$ cat src/rtl/bcd_to_binary.sv
// rtl/bcd_to_binary.sv - sequential reverse double-dabble BCD-to-binary converter
// Optional BCD_RANGE_CHECK_EN: digits > 9 raise err with done and force bin_out to 0.
module bcd_to_binary #(
  parameter int DIGITS = 3,
  parameter int BIN_W  = 10
) (
  input  logic                clk,
  input  logic                rst_n,
  input  logic                start,
  input  logic [4*DIGITS-1:0] bcd_in,
  output logic                busy,
  output logic                done,
  output logic [BIN_W-1:0]    bin_out,
  output logic                err
);

  localparam int BCD_W = 4 * DIGITS;
  localparam int SR_W  = BCD_W + BIN_W;
  localparam int CNT_W = (BIN_W > 1) ? $clog2(BIN_W) : 1;
  localparam logic [CNT_W-1:0] CNT_LAST = CNT_W'(BIN_W - 1);

  typedef enum logic [1:0] {
    IDLE  = 2'd0,
    SHIFT = 2'd1,
    DONE  = 2'd2
  } state_t;

  state_t           state, state_nx;
  logic [SR_W-1:0]  sr, sr_nx, sr_step;
  logic [CNT_W-1:0] cnt, cnt_nx;
  logic             ld_result;

  // One iteration: shift right, then pull every BCD digit that reached >= 8 back by 3.
  always_comb begin
    sr_step = sr >> 1;
    for (int d = 0; d < DIGITS; d++) begin
      if (sr_step[BIN_W + 4*d + 3]) begin
        sr_step[BIN_W + 4*d +: 4] = sr_step[BIN_W + 4*d +: 4] - 4'd3;
      end
    end
  end

  always_comb begin
    state_nx  = state;
    sr_nx     = sr;
    cnt_nx    = cnt;
    ld_result = 1'b0;
    busy      = 1'b0;
    done      = 1'b0;
    case (state)
      IDLE: begin
        if (start) begin
          sr_nx    = {bcd_in, {BIN_W{1'b0}}};
          cnt_nx   = '0;
          state_nx = SHIFT;
        end
      end
      SHIFT: begin
        busy   = 1'b1;
        sr_nx  = sr_step;
        cnt_nx = cnt + 1'b1;
        if (cnt == CNT_LAST) begin
          ld_result = 1'b1;
          state_nx  = DONE;
        end
      end
      DONE: begin
        done     = 1'b1;
        state_nx = IDLE;
      end
      default: state_nx = IDLE;
    endcase
  end

  always_ff @(posedge clk or negedge rst_n) begin
    if (!rst_n) begin
      state <= IDLE;
      sr    <= '0;
      cnt   <= '0;
    end else begin
      state <= state_nx;
      sr    <= sr_nx;
      cnt   <= cnt_nx;
    end
  end

`ifdef BCD_RANGE_CHECK_EN
  logic bad_in, bad_q, err_q;

  always_comb begin
    bad_in = 1'b0;
    for (int d = 0; d < DIGITS; d++) begin
      if (bcd_in[4*d +: 4] > 4'd9) begin
        bad_in = 1'b1;
      end
    end
  end

  // Captured with the operand so later bcd_in changes cannot affect the verdict.
  always_ff @(posedge clk or negedge rst_n) begin
    if (!rst_n) begin
      bad_q <= 1'b0;
    end else if (state == IDLE && start) begin
      bad_q <= bad_in;
    end
  end

  always_ff @(posedge clk or negedge rst_n) begin
    if (!rst_n) begin
      err_q <= 1'b0;
    end else if (ld_result) begin
      err_q <= bad_q;
    end
  end

  assign err = err_q;

  always_ff @(posedge clk or negedge rst_n) begin
    if (!rst_n) begin
      bin_out <= '0;
    end else if (ld_result) begin
      bin_out <= bad_q ? '0 : sr_step[BIN_W-1:0];
    end
  end
`else
  assign err = 1'b0;

  always_ff @(posedge clk or negedge rst_n) begin
    if (!rst_n) begin
      bin_out <= '0;
    end else if (ld_result) begin
      bin_out <= sr_step[BIN_W-1:0];
    end
  end
`endif

endmodule

$ cat config.mk
export PLATFORM = sky130hd
export DESIGN_NAME = bcd_to_binary
export DESIGN_NICKNAME = d
export VERILOG_FILES = /design/src/rtl/bcd_to_binary.sv
export SDC_FILE = /design/constraint.sdc
export NUM_CORES = 1
export LEC_CHECK = 0
export ABC_AREA = 1
export CORE_MARGIN = 2
export CORE_UTILIZATION = 40
export CTS_CLUSTER_DIAMETER = 200
export DETAILED_ROUTE_END_ITERATION = 6
export PLACE_DENSITY = 0.65
export RECOVER_POWER = 50
export SKIP_LAST_GASP = 1
export SLEW_MARGIN = 20
export SYNTH_ARGS = -nofsm -noshare
export SYNTH_HDL_FRONTEND = slang
export SYNTH_SLANG_ARGS = --single-unit
$ cat constraint.sdc
create_clock -name clk -period 2.95 [get_ports clk]
set_input_delay 0.7375 -clock clk [delete_from_list [all_inputs] [get_ports clk]]
set_output_delay 0.7375 -clock clk [all_outputs]
set_load 0.02 [all_outputs]
==> results.tsv <==
metric	value	unit
status	finished, final reports clean	
worst-setup-path-type	flop to output port	
avgSynthCellArea	9.417	um^2
htreeDepth	2	
p_leak	0.9857	nW
r2r_slack	1.08	ns
critPathSlowestCell	clkdlybuf4s50_1	
reg2reg_from	state[0]	
cp-startpoint	state[0]	
peakVddDrop	386.7	uV
rr_worst_depth	6	
grt_pass1_wl	5692	um
synth_cells	188	
antenna_found_initial	0	
vias	1259	
postRouteAntennaNets	0	
nFillCells	408	
dieArea	4974	um^2
setup_tns	0	ns
drcViolationCount	0	
cts_root_buf	clkbuf_8	
path_cells	nor2_1 -> clkdlybuf4s50_1	
cellPowerDensity	1048	nW/um^2
cts_buffers	5	
grt_max_degree	38	
crit_fanout	4	
wl	3252	um
syn_area	1770	um^2
ctsResizeCount	0	
endpoint	done	
nNetsFinal	235	
hold_path_class	flop to flop	
worstSkewPairLatency	0.29	ns
end_kind	output port	
utilization	48.95	%
cts_setup_buffers	0	
final_cell_area	2102	um^2
gp_routability_congestion	0.7238	
synth-seq-cells	37	
maxCapViolations	0	
setup_violations	0	
core	4294	um^2
cts_tree	done	
grt_usage	14.66	%
yosysWarnings	0	
startpoint_type	flop	
required	2.21	ns
clockBufferDepth	2	
insertedDiodeCount	0	
syn_nets	207	
syn2layout_area_growth	18.73	%
overflow	0	
synth_seq_area_share	52.30	%
port_buffers	26	
dp_slack	0.9810	ns
grt_pass1_vias	1207	
dp_hpwl	2147	um
routed_via_density	4.698	
finalCriticalPeriod	2.226	ns
fmax	449.2	MHz
hold_viol_final	0	
synth.distinct_cells	26	
relSlewSlack	32.92	%
wl_per_cell	12.13	um
clk_pin_slew	0.07	ns
dieHeight	70.53	um
drive_gt1_share	16.20	%
worstReg2RegEnd	bin_out[0]	
placed_area	2036	um^2
rsz0062_at_grt	no	
firstDrtPassIters	4	
clock_skew	0.006377	ns
worstMarginPinSlew	1.004	ns
drtIter0Drc	99	
report.final.slew_viol_count	0	
setup_ws	0.7236	ns
start_util	41.23	%
ios	28	
cp.arrival	1.49	ns
max_stage_delay	0.62	ns
postCtsHoldBufs	0	
rows	24	
period_share	75.47	%
clkSinkCount	37	
dieWidth	70.53	um
[layout by cell type (no fill, tap or decap)]
cell type / count
o22ai_1: 10
inv_1: 22
buf_4: 1
clkdlybuf4s50_1: 24
clkbuf_2: 1
nor2_1: 8
conb_1: 1
o211ai_1: 1
nand3_1: 14
xnor2_1: 1
nand4_1: 1
a21oi_1: 5
ha_1: 4
nor2_2: 1
nor2_4: 1
dfrtp_1: 37
dlygate4sd3_1: 2
clkbuf_8: 6
clkbuf_1: 1
inv_2: 3
nand2_1: 37
o21ai_2: 10
a21oi_2: 1
nand3b_1: 2
nand2_2: 10
o21bai_1: 1
o21ai_0: 9
or2_2: 1
o21ai_1: 1
[Yosys cell counts, drive strengths merged]
cell type | instances | area share [%]
a21oi | 6 | 1.9
buf | 7 | 4.2
conb | 1 | 0.21
dfrtp | 37 | 52
ha | 4 | 2.8
inv | 25 | 5.3
nand2 | 47 | 12
nand3 | 14 | 4.0
nand3b | 2 | 0.85
nand4 | 1 | 0.35
nor2 | 10 | 2.7
o211ai | 1 | 0.42
o21ai | 20 | 7.8
o21bai | 1 | 0.42
o22ai | 10 | 3.5
or2 | 1 | 0.35
xnor2 | 1 | 0.49
[how the worst min path moves through the flow]
stage                from         end  slack, ns  depth (start not counted)
6_report       bin_out[0]  bin_out[0]       0.48                          2
5_1_grt        bin_out[9]  bin_out[9]       0.50                          2
4_1_cts        bin_out[0]  bin_out[0]       0.49                          2
3_5_place_dp   bin_out[0]  bin_out[0]       0.47                          2
3_3_place_gp   bin_out[8]  bin_out[8]       0.47                          2
2_1_floorplan       rst_n  bin_out[0]       0.44                          0
[per-layer routing]
metal / track usage [%] / part of all wire (%) / up-vias
li1: - / - / 658
met1: 19.98 / 49 / 574
met2: 21.59 / 46 / 22
met3: 3.134 / 3.7 / 5
met4: 8.805 / 1.9 / 0
met5: 0 / 0 / -
[power by group]
| group | switching, W | internal [W] | leakage [nW] |
|---|---|---|---|
| sequential | 0.000166 | 0.000732 | 0.469 |
| combinational | 0.000529 | 0.000416 | 0.472 |
| clock | 0.000174 | 0.000185 | 0.0443 |
| total | 0.000869 | 0.00133 | 0.986 |
[cell families (layout without fill, tap and decap cells)]
group	count (synthesis)	after routing	synth area share, %
xor gates and xnor gates	1	1	0.4948
AOI/OAI and AO/OA	38	38	14.06
adders and majority gates	4	4	2.827
and+or+nand+nor	75	75	20.57
buffers and inverters	32	60	9.541
DFF	37	37	52.30
other	1	1	0.2118
[worst max-delay path: cells and delay by family, from the launching register on]
| kind | cells | cell delay (ns) |
|---|---|---|
| buffers and inverters | 1 | 0.62 |
| DFF | 1 | 0.43 |
| and+or+nand+nor | 1 | 0.15 |
[flip-flops by register name, summed over array words and instances, names as in the netlist]
name,cells
bin_out,10
cnt,4
sr,21
state,2
[area by class of cell]
class                   instances  area, um^2  area share, %
repair buffers                 28       272.8          12.98
multi-input cells             119       658.1          31.31
clock buffers                   7       86.33          4.107
inverters                      25       93.84          4.464
flip-flops and latches         37       925.9          44.05
well taps                      52       65.06          3.095
[stage by stage]
| step | hold WS [ns] | power, W | cells |
|---|---|---|---|
| after floorplan | 0.4419 | 0.001615 | 188 |
| after global placement | 0.4688 | 0.001864 | 261 |
| after detailed placement | 0.4684 | 0.001877 | 261 |
| after CTS | 0.4853 | 0.002239 | 268 |
| after global routing | 0.5045 | 0.002395 | 268 |
| final | 0.4838 | 0.002202 | 268 |
Power figures use the tool's default switching activity.
